--- config.mk ---
export PLATFORM = sky130hd
export DESIGN_NAME = bk_adder_pipe
export DESIGN_NICKNAME = d
export VERILOG_FILES = /design/src/rtl/bk_adder_pipe_pkg.sv /design/src/rtl/bk_adder_pipe_gp_cell.sv /design/src/rtl/bk_adder_pipe.sv
export SDC_FILE = /design/constraint.sdc
export NUM_CORES = 1
export LEC_CHECK = 0
export ABC_AREA = 1
export ABC_CLOCK_PERIOD_IN_PS = 10850
export CAP_MARGIN = 20
export CORE_MARGIN = 8
export CORE_UTILIZATION = 45
export DETAILED_ROUTE_END_ITERATION = 7
export PLACE_DENSITY = 0.62
export SYNTH_ARGS = -nofsm -noshare
export SYNTH_HDL_FRONTEND = slang
export SYNTH_HIERARCHICAL = 1
export SYNTH_SLANG_ARGS = --single-unit
--- constraint.sdc ---
create_clock -name clk -period 10.85 [get_ports clk]
set_clock_uncertainty 0.1 [all_clocks]
set_input_delay 2.17 -clock clk [delete_from_list [all_inputs] [get_ports clk]]
set_output_delay 2.17 -clock clk [all_outputs]
set_load 0.01 [all_outputs]
--- src/rtl/bk_adder_pipe_pkg.sv ---
// Shared types and sizing helpers for the pipelined Brent-Kung adder/subtractor.
package bk_pkg;

    typedef enum logic {BK_ADD = 1'b0, BK_SUB = 1'b1} bk_op_e;

    typedef struct packed {
        logic g;
        logic p;
    } bk_gp_t;

    function automatic int bk_n_lvl(input int width);
        return 2 * $clog2(width) - 1;
    endfunction

    function automatic int bk_latency(input int width, input int lvl_per_stg);
        return 1 + (bk_n_lvl(width) + lvl_per_stg - 1) / lvl_per_stg;
    endfunction

endpackage

--- src/rtl/bk_adder_pipe_gp_cell.sv ---
// One prefix node: black cell combines (g,p); grey cell only produces g because its
// lower operand is already a complete prefix, so the group propagate is known to be 0.
module bk_gp_cell
    import bk_pkg::*;
#(
    parameter bit GREY = 1'b0
) (
    input  bk_gp_t hi_i,
    input  bk_gp_t lo_i,
    output bk_gp_t gp_o
);

    assign gp_o = '{g: hi_i.g | (hi_i.p & lo_i.g),
                    p: GREY ? 1'b0 : (hi_i.p & lo_i.p)};

endmodule

--- src/rtl/bk_adder_pipe.sv ---
// Pipelined Brent-Kung adder/subtractor with valid/ready flow control and a sideband tag.
// Stage 0 registers generate/propagate; later stages each evaluate LVL_PER_STG prefix levels.
module bk_adder_pipe
    import bk_pkg::*;
#(
    parameter int WIDTH       = 32,
    parameter int LVL_PER_STG = 3,
    parameter int TAG_W       = 4
) (
    input  logic               clk,
    input  logic               rst_n,
    input  logic               in_valid,
    output logic               in_ready,
    input  logic               in_op,
    input  logic [WIDTH-1:0]   in_a,
    input  logic [WIDTH-1:0]   in_b,
    input  logic               in_cin,
    input  logic [TAG_W-1:0]   in_tag,
    output logic               out_valid,
    input  logic               out_ready,
    output logic [WIDTH:0]     out_sum,
    output logic               out_ovf,
    output logic [TAG_W-1:0]   out_tag
);

    localparam int LOG_W = $clog2(WIDTH);
    localparam int N_LVL = bk_n_lvl(WIDTH);
    localparam int LAT   = bk_latency(WIDTH, LVL_PER_STG);
    localparam int LAST  = LAT - 1;

    logic [WIDTH-1:0]          b_eff;
    bk_gp_t [WIDTH-1:0]        gp_in;
    logic [LAST:0]             v_q;
    logic [LAST:0]             ld;
    bk_gp_t [WIDTH-1:0]        gp_q  [LAST];
    bk_gp_t [WIDTH-1:0]        stg_d [LAST];
    logic [WIDTH-1:0]          rp_q  [LAST];
    logic [LAST-1:0]           cin_q, am_q, bm_q;
    logic [TAG_W-1:0]          tag_q [LAT];
    logic [WIDTH:0]            sum_q, sum_d;
    logic                      ovf_q, ovf_d;
    bk_gp_t [N_LVL:0][WIDTH-1:0] node;
    bk_gp_t [N_LVL:1][WIDTH-1:0] src;
    bk_gp_t                    cin_node;
    logic [WIDTH-1:0]          cy;
    logic                      unused_p;

    assign b_eff = (bk_op_e'(in_op) == BK_SUB) ? ~in_b : in_b;

    always_comb begin
        for (int i = 0; i < WIDTH; i++) begin
            gp_in[i].g = in_a[i] & b_eff[i];
            gp_in[i].p = in_a[i] ^ b_eff[i];
        end
    end

    // Carry-in is folded in as bit -1 (g=cin, p=0) ahead of the first prefix level.
    assign cin_node = '{g: cin_q[0], p: 1'b0};

    bk_gp_cell #(.GREY(1'b1)) u_cin (
        .hi_i (gp_q[0][0]),
        .lo_i (cin_node),
        .gp_o (node[0][0])
    );

    for (genvar i = 1; i < WIDTH; i++) begin : g_fold
        assign node[0][i] = gp_q[0][i];
    end

    for (genvar k = 1; k <= N_LVL; k++) begin : g_lvl
        localparam bit UP   = (k <= LOG_W);
        localparam int SPAN = UP ? (1 << (k - 1)) : (1 << (2 * LOG_W - k - 1));

        if (k == 1) begin : g_src0
            assign src[k] = node[0];
        end else if ((k - 1) % LVL_PER_STG == 0) begin : g_src_reg
            assign src[k] = gp_q[(k - 1) / LVL_PER_STG];
        end else begin : g_src_comb
            assign src[k] = node[k - 1];
        end

        for (genvar i = 0; i < WIDTH; i++) begin : g_bit
            localparam bit ACT = UP ? ((i + 1) % (2 * SPAN) == 0)
                                    : (((i + 1) % (2 * SPAN) == SPAN) && (i >= 2 * SPAN));
            localparam bit GRY = UP ? (i + 1 == 2 * SPAN) : 1'b1;
            if (ACT) begin : g_cell
                bk_gp_cell #(.GREY(GRY)) u_cell (
                    .hi_i (src[k][i]),
                    .lo_i (src[k][i - SPAN]),
                    .gp_o (node[k][i])
                );
            end else begin : g_pass
                assign node[k][i] = src[k][i];
            end
        end
    end

    for (genvar s = 0; s < LAST; s++) begin : g_stg
        if (s == 0) begin : g_in
            assign stg_d[s] = gp_in;
        end else begin : g_mid
            assign stg_d[s] = node[s * LVL_PER_STG];
        end
    end

    // A stage may load when it, or every stage downstream of it, can move on.
    for (genvar s = 0; s <= LAST; s++) begin : g_ld
        assign ld[s] = out_ready | ~(&v_q[LAST:s]);
    end

    always_comb begin
        unused_p = 1'b0;
        for (int i = 0; i < WIDTH; i++) begin
            cy[i]    = node[N_LVL][i].g;
            unused_p = unused_p ^ node[N_LVL][i].p;
        end
    end

    assign sum_d = {cy[WIDTH-1], rp_q[LAST-1] ^ {cy[WIDTH-2:0], cin_q[LAST-1]}};
    assign ovf_d = (am_q[LAST-1] == bm_q[LAST-1]) & (sum_d[WIDTH-1] != am_q[LAST-1]);

    always_ff @(posedge clk) begin
        if (!rst_n) begin
            v_q   <= '0;
            cin_q <= '0;
            am_q  <= '0;
            bm_q  <= '0;
            sum_q <= '0;
            ovf_q <= 1'b0;
            for (int s = 0; s < LAST; s++) begin
                gp_q[s] <= '0;
                rp_q[s] <= '0;
            end
            for (int s = 0; s < LAT; s++) begin
                tag_q[s] <= '0;
            end
        end else begin
            if (ld[0]) begin
                v_q[0]   <= in_valid;
                gp_q[0]  <= stg_d[0];
                rp_q[0]  <= in_a ^ b_eff;
                cin_q[0] <= in_cin;
                am_q[0]  <= in_a[WIDTH-1];
                bm_q[0]  <= b_eff[WIDTH-1];
                tag_q[0] <= in_tag;
            end
            for (int s = 1; s < LAST; s++) begin
                if (ld[s]) begin
                    v_q[s]   <= v_q[s-1];
                    gp_q[s]  <= stg_d[s];
                    rp_q[s]  <= rp_q[s-1];
                    cin_q[s] <= cin_q[s-1];
                    am_q[s]  <= am_q[s-1];
                    bm_q[s]  <= bm_q[s-1];
                    tag_q[s] <= tag_q[s-1];
                end
            end
            if (ld[LAST]) begin
                v_q[LAST]   <= v_q[LAST-1];
                sum_q       <= sum_d;
                ovf_q       <= ovf_d;
                tag_q[LAST] <= tag_q[LAST-1];
            end
        end
    end

    assign in_ready  = rst_n & ld[0];
    assign out_valid = v_q[LAST];
    assign out_sum   = sum_q;
    assign out_ovf   = ovf_q;
    assign out_tag   = tag_q[LAST];

endmodule
==> results of run 1 <==
## path summary, 6_finish.rpt
check                                   from          end  slack [ns]  depth (start not counted)
worst max-delay path                   rst_n     in_ready        4.25                          4
worst min-delay path            gp_q[0][191]  out_sum[32]        0.34                          2
worst max register to register        v_q[1]  gp_q[0][46]        7.71                          6
worst min register to register  gp_q[0][191]  out_sum[32]        0.34                          2
## per-stage QoR
stage / util / power (uW)
3_5_place_dp: 0.5048 / 1410
5_1_grt: 0.5404 / 2458
2_1_floorplan: - / 1350
6_report: 0.5404 / 2357
4_1_cts: 0.5404 / 2389
3_3_place_gp: 0.5048 / 1406
## metal layers
| layer | part of all wire | wire length [um] | GRT usage |
|---|---|---|---|
| met3 | 0.054 | 1065 | 0.03094 |
| met4 | 0.022 | 429 | 0.03313 |
| met5 | 0 | 0 | 0 |
| met1 | 0.41 | 8183 | 0.1311 |
| met2 | 0.51 | 10100 | 0.2299 |
## cell usage in the layout (no fill, tap or decap), types with 2 or more instances in the layout
cell	n
nor2_1	237
nand2_1	214
nand3_1	8
xnor2_1	31
edfxtp_1	231
clkbuf_8	6
xor2_1	32
buf_4	3
clkinv_2	2
clkbuf_1	10
o21ai_0	21
ha_1	32
o21ai_1	11
clkbuf_16	31
clkinv_1	5
inv_2	3
clkdlybuf4s50_1	112
nand4_1	6
inv_1	326
dfxtp_1	47
## final cells by class
cell class / count / area [um2] / area share
flip-flops and latches: 278 / 7878 / 0.5394
multi-input cells: 598 / 2954 / 0.2023
clock buffers: 47 / 895.9 / 0.06134
well taps: 341 / 426.7 / 0.02922
clock inverters: 9 / 66.31 / 0.004541
inverters: 329 / 1235 / 0.08456
repair buffers: 116 / 1149 / 0.07865
## flip-flops by register name, summed over array words and instances (netlist names)
register / cells
gp_q: 181
rp_q: 34
out_sum: 33
tag_q: 16
v_q: 4
am_q: 3
bm_q: 3
cin_q: 3
out_ovf: 1
## power by group
part,switching [uW],total [uW],internal (uW)
Clock,387,973,586
Sequential,21.6,1230,1200
Combinational,83.1,159,75.7
## critical path: cells and delay by family
kind / cells / cell delay, ns
buf+inv: 3 / 1.61
simple gates: 1 / 0.50
==> out/results.ini, run 1 <==
[synthesis]
yosysWarnings = 6
synth_area_um2 = 12400
synth_fp_nets = 1353
netlist_instances = 1247
syn_area_per_cell_um2 = 9.941

[clocking]
cts_made_buffers = 30
clk_path_buf_depth = 3
cts_root_buf = clkbuf_16
worstSkewPairLatency_ns = 0.54
cts_setup_buffers = 0
cts_tree = done
cts-resized-gates = 0
ctsHoldBuffers = 0
cts.htree.levels = 1
clkTransAtPathRegs_ns = 0.06
clkSinkCount = 278

[global_route]
grt_start_max_net_pins = 126
grt_use_total = 0.1213
grt_pass1_wl_um = 33380
grt_pass1_vias = 7423
grt_overflow = 0
antenna_found_initial = 0

[placement]
place.gp.congestion = 0.7198
portBuffers = 113
dp_cells = 1662
dp_hpwl_um = 12840
post-place-ws_ns = 4.252
dpl_cell_area_um2 = 13640

[sta]
fin_crit_sh = 0.6084
setup_ws_ns = 4.249
rsz0062_at_grt = no
maxSlewHeadroom = 0.3036
fmaxAchievable_mhz = 151.5
fin_crit_ns = 6.601
hold_viol = 0
finalSetupViolCount = 0
tns_ns = 0
hold_slack_ns = 0.3428
worst_pin_slew_ns = 1.045
drv_slew = 0

[route]
wire_per_inst_um = 11.51
vias = 7338
ant_nets = 0
route.detailed.drc = 0
drt_iter0_markers = 314
dr.pass1.iters = 4
wl_um = 19780
vias_per_cell = 4.271

[hold_path]
min_path_type = reg2reg

[cells_and_area]
fin_cells = 1718
postLayoutCellArea_um2 = 14600
nets = 1459
antenna_cells = 0
fillCellCount = 2365
final_layout_size_suffix_gt1_frac = 0.03849
area_growth_pct = 17.80

[job]
drv_cap = 0

[setup_path]
path_cells = clkdlybuf4s50_1 -> nand2_8 -> inv_1 -> clkdlybuf4s50_1
slowest_delay_ns = 0.89
setup.worst_path.start_class = primary input
cp.required_ns = 8.58
cp_max_fo = 125
cp_common_cell = clkdlybuf4s50_1
cp.arrival_ns = 4.33
critPathCaptureType = primary output
crit_path_top_delay_cell = clkdlybuf4s50_1
criticalPathCategory = in2out

[die]
pin_count = 114
dieArea_um2 = 33110
coreArea_um2 = 27030
dieWidth_um = 182.0
rows = 60
fp.dieH_um = 182.0
start_util = 0.4587

[power]
powerDensity_nw_per_um2 = 161.4
leakagePower_uw = 0.006450
peakVddDrop_mv = 0.1103

[outcome]
outcome = complete, no violations

Note: power is estimated with default switching activity, not from simulation.
==> inputs of run 2 (changes only) <==
--- a/config.mk
+++ b/config.mk
@@ -6,7 +6,7 @@
 export NUM_CORES = 1
 export LEC_CHECK = 0
 export ABC_AREA = 1
-export ABC_CLOCK_PERIOD_IN_PS = 10850
+export ABC_CLOCK_PERIOD_IN_PS = 6600
 export CAP_MARGIN = 20
 export CORE_MARGIN = 8
 export CORE_UTILIZATION = 45
==> constraint.sdc (replaced) <==
create_clock -name clk -period 6.6 [get_ports clk]
set_clock_uncertainty 0.1 [all_clocks]
set_input_delay 1.32 -clock clk [delete_from_list [all_inputs] [get_ports clk]]
set_output_delay 1.32 -clock clk [all_outputs]
set_load 0.01 [all_outputs]
==> run 2 against run 1 <==
Net effect: utilization up 0.15 points; critical endpoint unchanged; highest routed layer unchanged; global-route usage shrank 0.24 points; critical path type unchanged; wire length fell by 2.4%.
==> out/results.ini, run 2 (synthesized netlist as in run 1, its figures left out) <==
[outcome]
outcome = complete, no violations

[route]
wire_per_inst_um = 11.23
wl_um = 19300
drt_iter0_markers = 327
dr.pass1.iters = 4
vias_per_cell = 4.225
vias = 7259
ant_nets = 0
route.detailed.drc = 0

[setup_path]
cp.required_ns = 5.18
slowest_delay_ns = 0.88
criticalPathCategory = in2out
setup.worst_path.start_class = primary input
path_cells = clkdlybuf4s50_1 -> nand2_8 -> inv_1 -> clkdlybuf4s50_1
cp_common_cell = clkdlybuf4s50_1
critical_path.top_delay_family = buffers and inverters
cp_max_fo = 53
crit_path_top_delay_cell = clkdlybuf4s50_1
cp.arrival_ns = 3.22
critPathBufInv = 3
critPathCaptureType = primary output

[power]
power.share.clock = 0.419
internal_power_uw = 3108
pwr-share-seq = 0.514
comb_power_share = 0.067
swShare = 0.2066
leakagePower_uw = 0.006482
powerDensity_nw_per_um2 = 267.5
p_switching_uw = 809.5
peakVddDrop_mv = 0.1666

[cells_and_area]
final_layout_size_suffix_gt1_frac = 0.04357
fin_util = 0.5419
layout_commonest_cell = inv_1
antenna_cells = 0
layout_common_cells = inv_1, nor2_1, edfxtp_1, nand2_1, clkdlybuf4s50_1
nets = 1460
largest_register = gp_q
fin_cells = 1718
largest_register_ff_count = 181
area_growth_pct = 18.14

[sta]
finalSetupViolCount = 0
maxSlewHeadroom = 0.3194
rsz0062_at_grt = no
hold_viol = 0
worst_pin_slew_ns = 1.019
fin_crit_ns = 4.642
fin_crit_sh = 0.7033
tns_ns = 0
drv_slew = 0
fmaxAchievable_mhz = 215.4

[clocking]
cts_tree = done
ctsHoldBuffers = 0
cts_made_buffers = 29
clkTransAtPathRegs_ns = 0.06
cts_setup_buffers = 0
cts_root_buf = clkbuf_16
cts.htree.levels = 1
clk_path_buf_depth = 3
worstSkewPairLatency_ns = 0.54
clkSinkCount = 278
cts-resized-gates = 0

[global_route]
antenna_found_initial = 0
grt_pass1_vias = 7097
grt_start_max_net_pins = 91
grt_pass1_wl_um = 32650
grt_use_total = 0.1188
grt_overflow = 0

[die]
dieArea_um2 = 33110
fp.dieH_um = 182.0
coreArea_um2 = 27030
start_util = 0.4587
rows = 60
pin_count = 114
dieWidth_um = 182.0

[placement]
place.gp.congestion = 0.7194
dp_hpwl_um = 12960
portBuffers = 113
dp_cells = 1664

[hold_path]
min_path_type = reg2reg

[job]
drv_cap = 0

[run 2: cell types whose count changed in the layout (fill, tap and decap cells not counted)]
cell	change
clkinv_1	-3
bufinv_16	+2
clkbuf_16	-2
clkinv_2	+2
clkinv_4	+1
buf_4	+2
inv_6	+2
clkbuf_8	+1
clkbuf_1	-4
clkinvlp_4	-1
[run 2: final timing paths]
kind	startpoint	endpoint	slack, ns	cells past startpoint
worst max-delay path	rst_n	in_ready	1.96	4
worst min-delay path	out_sum[32]	out_sum[32]	0.35	2
worst max register to register	v_q[3]	gp_q[0][169]	3.84	6
worst min register to register	out_sum[32]	out_sum[32]	0.35	2
[run 2: final cells by class]
class,count,area (um2)
tap,341,426.7
inverter,329,1235
clock inverter,12,143.9
sequential,278,7878
fill,2374,12380
multi-input combinational,598,2954
clock buffer,42,844.6
timing repair buffer,118,1164
[run 2: per-stage QoR]
stage / power [uW] / instance area, um2 / setup WS [ns] / hold slack (ns)
after floorplan: 2220 / 12400 / 2.437 / 0.3119
after global placement: 2314 / 13660 / 1.952 / 0.3349
after detailed placement: 2318 / 13660 / 1.962 / 0.3399
after CTS: 3971 / 14650 / 1.950 / 0.3530
after global routing: 4089 / 14650 / 1.821 / 0.3671
final: 3918 / 14650 / 1.958 / 0.3500
[run 2: power by group through the flow]
stage          combinational, uW  clock, uW  sequential, uW
6_report                     261       1640            2010
3_5_place_dp                 266          0            2050
5_1_grt                      306       1760            2020
2_1_floorplan                173          0            2050
4_1_cts                      268       1690            2010
3_3_place_gp                 263          0            2050
[run 2: worst reg2reg max path: cells and delay by family (launching register included)]
family        cells  cell delay (ns)
buf+inv           3             1.03
simple gates      3             0.99
flops             1             0.36
[run 2: metal layers]
layer | vias up | routed length, um | GRT usage
li1 | 3938 | - | -
met1 | 3182 | 8261 | 0.1389
met2 | 112 | 9651 | 0.2154
met3 | 27 | 1019 | 0.02635
met4 | 0 | 368 | 0.03345
met5 | - | 0 | 0
==> inputs of run 3 (changes only) <==
--- a/config.mk
+++ b/config.mk
@@ -6,7 +6,7 @@
 export NUM_CORES = 1
 export LEC_CHECK = 0
 export ABC_AREA = 1
-export ABC_CLOCK_PERIOD_IN_PS = 6600
+export ABC_CLOCK_PERIOD_IN_PS = 4400
 export CAP_MARGIN = 20
 export CORE_MARGIN = 8
 export CORE_UTILIZATION = 45
==> constraint.sdc (replaced) <==
create_clock -name clk -period 4.4 [get_ports clk]
set_clock_uncertainty 0.1 [all_clocks]
set_input_delay 0.88 -clock clk [delete_from_list [all_inputs] [get_ports clk]]
set_output_delay 0.88 -clock clk [all_outputs]
set_load 0.01 [all_outputs]
==> run 3 against run 2 <==
Net effect: design area down 0.79%; critical path type unchanged; clock power increased by 32%; first-iteration DRC count rose by 20%.
==> out/results.ini, run 3 (synthesized netlist as in run 1, its figures left out) <==
[cells_and_area]
final_layout_size_suffix_gt1_frac = 0.03922
layout_common_cells = inv_1, nor2_1, edfxtp_1, nand2_1, clkdlybuf4s50_1
nets = 1461
fin_cells = 1718
largest_register_ff_count = 181
layout_commonest_cell = inv_1
area_growth_pct = 17.21
largest_register = gp_q
fillCellCount = 2406
antenna_cells = 0

[clocking]
cts_tree = done
cts.htree.levels = 1
cts-resized-gates = 0
clkSinkCount = 278
cts_setup_buffers = 0
ctsHoldBuffers = 0
clkTransAtPathRegs_ns = 0.06
clk_path_buf_depth = 3
cts_made_buffers = 29
cts_root_buf = clkbuf_16
worstSkewPairLatency_ns = 0.53

[setup_path]
cp.arrival_ns = 2.52
critPathCaptureType = primary output
critPathBufInv = 3
r2r_end = gp_q[0][79]
r2r-start = v_q[1]
crit_path_top_delay_cell = clkdlybuf4s50_1
rrSetupSlack_ns = 1.89
criticalPathCategory = in2out
path_cells = clkdlybuf4s50_1 -> nand2_8 -> inv_1 -> clkdlybuf4s50_1
setup.worst_path.start_class = primary input
cp_common_cell = clkdlybuf4s50_1
cp_max_fo = 15
slowest_delay_ns = 0.89
reg2reg_depth = 6
critical_path.top_delay_family = buffers and inverters
cp.required_ns = 3.42

[power]
peakVddDrop_mv = 0.2936
powerDensity_nw_per_um2 = 383.6
leakagePower_uw = 0.006427
total_power_uw = 5574

[sta]
fmaxAchievable_mhz = 285.6
drv_slew = 0
rsz0062_at_grt = no
fin_crit_sh = 0.7957
hold_slack_ns = 0.3488
worst_pin_slew_ns = 0.9976
tns_ns = 0
hold_viol = 0
finalSetupViolCount = 0
fin_crit_ns = 3.501
maxSlewHeadroom = 0.3349

[route]
vias = 7299
vias_per_cell = 4.249
wl_um = 19640
wire_per_inst_um = 11.43
drt_iter0_markers = 394
ant_nets = 0
route.detailed.drc = 0
dr.pass1.iters = 6

[die]
rows = 60
coreArea_um2 = 27030
pin_count = 114
start_util = 0.4587
dieWidth_um = 182.0
dieArea_um2 = 33110
fp.dieH_um = 182.0

[placement]
portBuffers = 113
dp_cells = 1665
dp_hpwl_um = 13100
place.gp.congestion = 0.7286

[global_route]
antenna_found_initial = 0
grt_overflow = 0
grt_use_total = 0.1200
grt_start_max_net_pins = 220
grt_pass1_vias = 7037
grt_pass1_wl_um = 32970

[hold_path]
hold_end = v_q[3]
worstHoldStart = v_q[2]
min_path_type = reg2reg
min_delay_path_depth = 2

[outcome]
outcome = complete, no violations

[job]
drv_cap = 0

-- run 3: cell count changes in the layout (fill, tap and decap cells not counted) --
cell       change
buf_4          -1
clkbuf_8       -6
clkinv_1       +1
clkinv_2       +4
clkbuf_1       +5
buf_12         +2
bufinv_16      -3
inv_6          -2
-- run 3: worst max-delay path by stage --
stage / endpoint / startpoint / depth (start not counted) / slack, ns
3_3_place_gp: gp_q[0][22] / rst_n / 4 / 0.84
3_5_place_dp: gp_q[0][27] / rst_n / 4 / 0.82
4_1_cts: in_ready / rst_n / 4 / 0.91
2_1_floorplan: gp_q[0][0] / out_ready / 3 / 0.68
5_1_grt: in_ready / rst_n / 4 / 0.83
6_report: in_ready / rst_n / 4 / 0.90
-- run 3: worst reg2reg max path, cell delays in order, from the launching register on --
cell and delay, ns:
dfxtp_1 0.65, nand2_1 0.10, nor2_1 0.10, nand2_1 0.22, nand2_8 0.15, buf_12 0.58, nor2_1 0.33
-- run 3: report_power, final --
group          switching (uW)  internal [uW]  total (uW)
clock                     927           1230        2160
sequential               53.3           2970        3020
combinational             205            189         394
-- run 3: layout make-up --
class | instances | area, um2 | share of cell area
tap | 341 | 426.7 | 0.02936
multi-input combinational | 598 | 2954 | 0.2033
timing repair buffer | 119 | 1196 | 0.08232
sequential | 278 | 7878 | 0.5422
clock inverter | 12 | 60.06 | 0.004133
clock buffer | 41 | 780.7 | 0.05373
inverter | 329 | 1235 | 0.08499
-- run 3: per-stage QoR --
| step | setup WS (ns) | util | instance area, um2 |
|---|---|---|---|
| CTS | 0.9112 | 0.5376 | 14530 |
| global route | 0.8350 | 0.5376 | 14530 |
| global placement | 0.8422 | 0.5065 | 13690 |
| detailed placement | 0.8222 | 0.5065 | 13690 |
| floorplan | 0.6773 | - | 12400 |
| finish | 0.8990 | 0.5376 | 14530 |
-- run 3: routing by layer --
metal  GRT usage  wire length (um)  up-vias
met5           0                 0        -
met4     0.03149               354        0
li1            -                 -     3944
met3     0.02575               918       29
met1      0.1419              8607     3212
met2      0.2172              9760      114
